<file path="src/rtl/footies_pkg.sv">
// Shared game definitions: character FSM states,
// controller states, coordinate width.
package footies_pkg;

  localparam int COORD_W = 10;

  typedef enum logic [2:0] {
    IDLE            = 3'd0,
    MOVE_FWD        = 3'd1,
    MOVE_BACK       = 3'd2,
    ATTACK_START    = 3'd3,
    ATTACK_ACTIVE   = 3'd4,
    ATTACK_RECOVERY = 3'd5,
    HITSTUN         = 3'd6,
    BLOCK           = 3'd7
  } char_state_e;

  typedef enum logic [1:0] {
    AI_WAIT     = 2'd0,
    AI_DECIDE   = 2'd1,
    AI_ACT      = 2'd2,
    AI_COOLDOWN = 2'd3
  } ai_state_e;

  // Distance from opponent to self; crossover
  // (self left of opponent) saturates to 0.
  function automatic logic [COORD_W-1:0] sat_dist(
    input logic [COORD_W-1:0] self_x,
    input logic [COORD_W-1:0] opp_x
  );
    if (self_x >= opp_x)
      return self_x - opp_x;
    return '0;
  endfunction

endpackage

</file>
<file path="src/rtl/cpu_opponent_if.sv">
// Character-2 command bus: observed positions/states in,
// one-hot move/attack commands and debug state out.
interface cpu_opponent_if;
  import footies_pkg::*;

  logic               enable;
  logic [COORD_W-1:0] opp_x;
  logic [2:0]         opp_state;
  logic [COORD_W-1:0] self_x;
  logic [2:0]         self_state;
  logic               move_left;
  logic               move_right;
  logic               attack;
  logic [1:0]         ai_state;

  // master: the controller issuing commands
  modport master (
    input  enable, opp_x, opp_state,
    input  self_x, self_state,
    output move_left, move_right, attack,
    output ai_state
  );

  // slave: the game side consuming commands
  modport slave (
    output enable, opp_x, opp_state,
    output self_x, self_state,
    input  move_left, move_right, attack,
    input  ai_state
  );

endinterface

</file>
<file path="src/rtl/lfsr8.sv">
// 8-bit Fibonacci LFSR, x^8+x^6+x^5+x^4+1.
// Ports: clk, reset (async low), enable, o_value.
module lfsr8 #(
  parameter logic [7:0] SEED = 8'hA5
) (
  input  logic       clk,
  input  logic       reset,
  input  logic       enable,
  output logic [7:0] o_value
);

  // All-zero is the lock-up state.
  localparam logic [7:0] L_SEED =
    (SEED == 8'h00) ? 8'h01 : SEED;

  logic [7:0] r_q;
  logic       w_fb;

  assign w_fb = r_q[7] ^ r_q[5] ^ r_q[4] ^ r_q[3];

  always_ff @(posedge clk or negedge reset) begin
    if (!reset)
      r_q <= L_SEED;
    else if (enable)
      r_q <= {r_q[6:0], w_fb};
  end

  assign o_value = r_q;

endmodule

</file>
<file path="src/rtl/cpu_opponent.sv">
// Autonomous character-2 controller: WAIT/DECIDE/ACT/COOLDOWN.
// Ports: clk, reset (async low), io (cpu_opponent_if.master).
module cpu_opponent
  import footies_pkg::*;
#(
  parameter int         REACT_CYCLES    = 4,
  parameter int         HOLD_CYCLES     = 3,
  parameter int         COOLDOWN_CYCLES = 8,
  parameter int         ATTACK_RANGE    = 40,
  parameter logic [7:0] LFSR_SEED       = 8'hA5
) (
  input  logic           clk,
  input  logic           reset,
  cpu_opponent_if.master io
);

  localparam logic [7:0] L_REACT_END =
    8'(REACT_CYCLES - 1);
  localparam logic [7:0] L_HOLD_END =
    8'(HOLD_CYCLES - 1);
  localparam logic [7:0] L_COOL_END =
    8'(COOLDOWN_CYCLES - 1);
  localparam logic [COORD_W-1:0] L_RANGE =
    COORD_W'(ATTACK_RANGE);

  ai_state_e          r_state;
  logic [7:0]         r_cnt;
  logic               r_ml;
  logic               r_mr;
  logic               r_atk;

  logic [7:0]         w_lfsr;
  logic [COORD_W-1:0] w_dist;
  logic               w_in_range;
  logic               w_opp_atk;
  logic               w_hit;
  logic               w_retreat;
  logic               w_strike;
  logic               w_feint;
  logic               w_approach;
  logic               w_unused;

  lfsr8 #(
    .SEED    (LFSR_SEED)
  ) u_lfsr (
    .clk     (clk),
    .reset   (reset),
    .enable  (io.enable),
    .o_value (w_lfsr)
  );

  assign w_unused = ^w_lfsr[7:1];

  assign w_dist     = sat_dist(io.self_x, io.opp_x);
  assign w_in_range = (w_dist <= L_RANGE);
  assign w_hit      = (io.self_state == HITSTUN);
  assign w_opp_atk  = (io.opp_state == ATTACK_START) ||
                      (io.opp_state == ATTACK_ACTIVE);

  // Priority chain flattened into exclusive terms.
  assign w_retreat  = !w_hit && w_opp_atk && w_in_range;
  assign w_strike   = !w_hit && !w_opp_atk &&
                      w_in_range && w_lfsr[0];
  assign w_feint    = !w_hit && !w_opp_atk &&
                      w_in_range && !w_lfsr[0];
  assign w_approach = !w_hit && !w_in_range;

  always_ff @(posedge clk or negedge reset) begin
    if (!reset) begin
      r_state <= AI_WAIT;
      r_cnt   <= '0;
      r_ml    <= 1'b0;
      r_mr    <= 1'b0;
      r_atk   <= 1'b0;
    end else if (!io.enable) begin
      r_state <= AI_WAIT;
      r_cnt   <= '0;
      r_ml    <= 1'b0;
      r_mr    <= 1'b0;
      r_atk   <= 1'b0;
    end else begin
      unique case (r_state)
        AI_WAIT: begin
          if (r_cnt == L_REACT_END) begin
            r_state <= AI_DECIDE;
            r_cnt   <= '0;
          end else begin
            r_cnt <= r_cnt + 8'd1;
          end
        end
        AI_DECIDE: begin
          r_cnt <= '0;
          r_ml  <= 1'b0;
          r_mr  <= 1'b0;
          r_atk <= 1'b0;
          unique case (1'b1)
            w_hit:      r_state <= AI_WAIT;
            w_retreat: begin
              r_mr    <= 1'b1;
              r_state <= AI_ACT;
            end
            w_strike: begin
              r_atk   <= 1'b1;
              r_state <= AI_ACT;
            end
            w_feint:    r_state <= AI_WAIT;
            w_approach: begin
              r_ml    <= 1'b1;
              r_state <= AI_ACT;
            end
            default:    r_state <= AI_WAIT;
          endcase
        end
        AI_ACT: begin
          if (w_hit) begin
            // Getting hit cancels any command.
            r_state <= AI_WAIT;
            r_cnt   <= '0;
            r_ml    <= 1'b0;
            r_mr    <= 1'b0;
            r_atk   <= 1'b0;
          end else if (r_atk) begin
            r_state <= AI_COOLDOWN;
            r_cnt   <= '0;
            r_atk   <= 1'b0;
          end else if (r_cnt == L_HOLD_END) begin
            r_state <= AI_WAIT;
            r_cnt   <= '0;
            r_ml    <= 1'b0;
            r_mr    <= 1'b0;
          end else begin
            r_cnt <= r_cnt + 8'd1;
          end
        end
        AI_COOLDOWN: begin
          if (r_cnt == L_COOL_END) begin
            r_state <= AI_WAIT;
            r_cnt   <= '0;
          end else begin
            r_cnt <= r_cnt + 8'd1;
          end
        end
        default: begin
          r_state <= AI_WAIT;
          r_cnt   <= '0;
        end
      endcase
    end
  end

  assign io.move_left  = r_ml;
  assign io.move_right = r_mr;
  assign io.attack     = r_atk;
  assign io.ai_state   = r_state;

endmodule

</file>
<file path="src/flat_wrapper.sv">
// flat-port wrapper written by rule: the top's interface ports become plain ports
module cpu_opponent_flat import footies_pkg::*;
#(
  parameter int         REACT_CYCLES    = 4,
  parameter int         HOLD_CYCLES     = 3,
  parameter int         COOLDOWN_CYCLES = 8,
  parameter int         ATTACK_RANGE    = 40,
  parameter logic [7:0] LFSR_SEED       = 8'hA5
)
  (clk, reset, io_enable, io_opp_x, io_opp_state, io_self_x, io_self_state, io_move_left, io_move_right, io_attack, io_ai_state);
  cpu_opponent_if io_i ();
  input  logic clk;
  input  logic reset;
  input wire logic [$bits(io_i.enable)-1:0] io_enable;
  input wire logic [$bits(io_i.opp_x)-1:0] io_opp_x;
  input wire logic [$bits(io_i.opp_state)-1:0] io_opp_state;
  input wire logic [$bits(io_i.self_x)-1:0] io_self_x;
  input wire logic [$bits(io_i.self_state)-1:0] io_self_state;
  output wire logic [$bits(io_i.move_left)-1:0] io_move_left;
  output wire logic [$bits(io_i.move_right)-1:0] io_move_right;
  output wire logic [$bits(io_i.attack)-1:0] io_attack;
  output wire logic [$bits(io_i.ai_state)-1:0] io_ai_state;
  assign io_i.enable = io_enable;
  assign io_i.opp_x = io_opp_x;
  assign io_i.opp_state = io_opp_state;
  assign io_i.self_x = io_self_x;
  assign io_i.self_state = io_self_state;
  assign io_move_left = io_i.move_left;
  assign io_move_right = io_i.move_right;
  assign io_attack = io_i.attack;
  assign io_ai_state = io_i.ai_state;
  cpu_opponent #(.REACT_CYCLES(REACT_CYCLES), .HOLD_CYCLES(HOLD_CYCLES), .COOLDOWN_CYCLES(COOLDOWN_CYCLES), .ATTACK_RANGE(ATTACK_RANGE), .LFSR_SEED(LFSR_SEED)) u_core (.clk(clk), .reset(reset), .io(io_i));
endmodule
</file>
<file path="config.mk">
export PLATFORM = sky130hd
export DESIGN_NAME = cpu_opponent_flat
export DESIGN_NICKNAME = d
export VERILOG_FILES = /design/src/rtl/footies_pkg.sv /design/src/rtl/cpu_opponent_if.sv /design/src/rtl/lfsr8.sv /design/src/rtl/cpu_opponent.sv /design/src/flat_wrapper.sv
export SDC_FILE = /design/constraint.sdc
export NUM_CORES = 1
export LEC_CHECK = 0
export ABC_AREA = 1
export ABC_CLOCK_PERIOD_IN_PS = 2100
export CORE_MARGIN = 2
export CORE_UTILIZATION = 56
export DETAILED_ROUTE_END_ITERATION = 8
export PLACE_DENSITY = 0.84
export RECOVER_POWER = 100
export SLEW_MARGIN = 20
export SYNTH_ARGS = -nofsm -noshare
export SYNTH_HDL_FRONTEND = slang
export SYNTH_SLANG_ARGS = --single-unit
</file>
<file path="constraint.sdc">
create_clock -name clk -period 2.1 [get_ports clk]
set_input_delay 0.42 -clock clk [delete_from_list [all_inputs] [get_ports clk]]
set_output_delay 0.42 -clock clk [all_outputs]
set_load 0.03 [all_outputs]
</file>
==> impl_metrics.json <==
{
  "crit_required_ns": 2.36,
  "vias": 1900,
  "area_delta_synth_final_pct": 46.78,
  "synth_flop_cell": "dfrtp_1",
  "cts_buffers": 3,
  "leakagePower_nw": 1.284,
  "min_path_type": "flop to flop",
  "synth.distinct_cells": 28,
  "ioPinCount": 34,
  "worstSetupStartpoint": "io_self_x[7]",
  "drt_iter0_drc": 143,
  "hold_viol": 0,
  "yosysMostFrequentCell": "nand2_1",
  "grt_pass1_vias": 1599,
  "maxSlewViolCount": 0,
  "ys.warnings.count": 0,
  "wl_per_cell_um": 15.62,
  "violations": "design-rule violations, negative setup slack",
  "grt_overflow": 0,
  "routed_via_density": 5.706,
  "cp-end-kind": "flop",
  "die_x_um": 58.98,
  "post-route-period-util": 1.043,
  "syn_area_sq_um": 1693,
  "total_power_mw": 1.655,
  "synth_top_area_frac": 0.2513,
  "vdd_ir_drop_max_mv": 0.6439,
  "final_cell_area_sq_um": 2485,
  "synthesis.nets": 294,
  "r2r_cells": 7,
  "ys_ff_latch": 21,
  "dr.pass1.iters": 7,
  "core_area_sq_um": 2805,
  "synthArstFlopShare": 1.000,
  "dp_hpwl_um": 2839,
  "r2r_setup_slack_ns": 0.46,
  "endpoint": "u_core.io.ai_state[1]",
  "grt_max_degree": 22,
  "reg2reg_to": "u_core.io.move_right",
  "clk_latency_ns": 0.32,
  "placed_area_sq_um": 2147,
  "clock_skew_ns": 0.005823,
  "cp_max_fo": 4,
  "drive_gt1_frac": 0.2947,
  "arrival_ns": 2.45,
  "postSynthCellCount": 252,
  "synth.avg_cell_area_sq_um": 6.718,
  "ant_nets": 0,
  "fin_nets": 345,
  "dp_slack_ns": -0.5126,
  "clock_path_buffers": 2,
  "synth_edf_count": 0,
  "synth_top_area_cell": "dfrtp_1",
  "cts_max_level": 1,
  "synthTopCellsByCount": "nand2_1 (71), inv_1 (45), nor2_1 (29)",
  "drc": 3,
  "drv_cap": 0,
  "layout_setup_ws_ns": -0.09043,
  "initial_core_util": 0.6035,
  "p_comb_frac": 0.524,
  "cts_tree": "done",
  "fin_hold_ws_ns": 0.4867,
  "place_congestion": 0.9184,
  "pwr-share-seq": 0.355,
  "antenna_found_initial": 0,
  "die_y_um": 58.98,
  "maxSlewHeadroom": 0.2574,
  "yosysSeqAreaShare": 0.3134,
  "status": "finished with violations",
  "grt_pass1_wl_um": 6644,
  "die-area_sq_um": 3479,
  "antennaDiodeCount": 0,
  "fin_cells": 333,
  "routed_wl_um": 5201,
  "fmax_ghz": 0.4565,
  "clockPowerShare": 0.121,
  "power.switching_mw": 0.7215,
  "worstMarginPinSlew_ns": 1.114,
  "rows": 19,
  "cp-start-kind": "input port",
  "post-route-min-period_ns": 2.190,
  "switching_share": 0.4359,
  "dp_cells": 327,
  "port_buffers": 33,
  "path_class": "input port to flop",
  "track_usage": 0.2472,
  "clkSinkCount": 21,
  "fillers": 138,
  "ff_latch_area_sq_um": 530.5,
  "synth_area_leaders": "dfrtp_1 (25%), nand2_1 (16%), inv_1 (10%)",
  "path_clk_slew_ns": 0.11,
  "setup_viol": 2,
  "multi_input_area_sq_um": 1245,
  "timing.rr.start": "u_core.r_cnt[0]",
  "internal_power_mw": 0.9338,
  "cts_root_buffer": "clkbuf_4",
  "p_per_area_nw_per_um2": 666.1
}
## worst max-delay path, stage by stage
cell	delay, ns
clkdlybuf4s50_1	0.52
ha_4	0.24
nand2_1	0.08
nand2_1	0.09
a21oi_2	0.22
nand2_2	0.08
nand2_2	0.09
nand3_2	0.07
a21o_1	0.22
nand2_4	0.11
nand2_4	0.05
nand3_2	0.07
nand2_2	0.06
a21oi_2	0.11
## worst min path at each step
stage                                   startpoint                        to  cells after the start
after floorplan                              reset     u_core.io.ai_state[0]                      0
after detailed placement  u_core.u_lfsr.o_value[7]  u_core.u_lfsr.o_value[7]                      2
after global placement    u_core.u_lfsr.o_value[7]  u_core.u_lfsr.o_value[7]                      2
after global routing      u_core.u_lfsr.o_value[6]  u_core.u_lfsr.o_value[7]                      2
final                     u_core.u_lfsr.o_value[7]  u_core.u_lfsr.o_value[7]                      2
after CTS                                    reset           u_core.r_cnt[3]                      2
## through the flow
step / setup TNS [ns] / utilization
2_1_floorplan: 0 / -
3_3_place_gp: -1.271 / 0.7654
3_5_place_dp: -1.667 / 0.7654
4_1_cts: 0 / 0.8011
5_1_grt: -0.1999 / 0.8858
6_report: -0.1317 / 0.8858
## layout make-up
class | instances | share of cell area
repair buffers | 49 | 0.1863
flip-flops and latches | 21 | 0.2135
clock buffers | 4 | 0.01057
multi-input cells | 181 | 0.5010
well taps | 31 | 0.01561
inverters | 47 | 0.07301
## logic make-up after synthesis
family | count (synthesis) | share of synthesized area
AND/OR/NAND/NOR | 138 | 0.3570
XOR/XNOR | 8 | 0.04139
flip-flops | 21 | 0.3134
buffers and inverters | 50 | 0.1160
adder cells (fa/ha/maj) | 13 | 0.1005
AO/OA/AOI/OAI | 22 | 0.07169
## sequential cells by signal, indices dropped and copies added, names as in the netlist
name and count:
u_core.io.move_right 1, u_core.io.move_left 1, u_core.u_lfsr.o_value 8, u_core.io.attack 1, u_core.r_cnt 8, u_core.io.ai_state 2
## power by group through the flow
stage	combinational (mW)	sequential [mW]	clock (mW)
floorplan	0.419	0.627	0
CTS	0.725	0.584	0.206
global placement	0.682	0.588	0
global route	0.944	0.599	0.229
detailed placement	0.691	0.591	0
finish	0.868	0.587	0.201
## cell usage in the layout, fill, tap and decap left out, types with 2 or more instances in the layout
master and instances:
dfrtp_1 17, clkbuf_4 3, ha_1 3, nor2_4 3, xor2_1 4, ha_4 8
inv_4 2, nor3_1 6, dfstp_2 4, nand2_1 50, nand2_4 6, a21oi_2 5
xnor2_1 3, o22ai_1 2, nand3_2 8, nand3b_1 5, a21oi_1 2, dlymetal6s2s_1 10
dlygate4sd3_1 8, nor2_1 27, clkbuf_1 4, nand4_1 4, buf_4 12, o21ai_0 11
inv_2 9, nand3_1 4, clkdlybuf4s50_1 13, inv_1 36, nand2_2 23
## what timing repair did
action	CTS	global route
endpoints found under the setup margin	4	4
gates resized for setup	17	68
gates cloned	0	0
pin swaps	10	34
hold buffers	0	0
buffers inserted	1	1
## routing by layer
layer  up-vias  GRT usage  share of wire
li1        887          -              -
met1       868     0.3264           0.39
met2       118     0.4032           0.48
met3        27    0.05677          0.075
met4         0    0.07792          0.050
met5         -          0              0
Power figures use the tool's default switching activity.
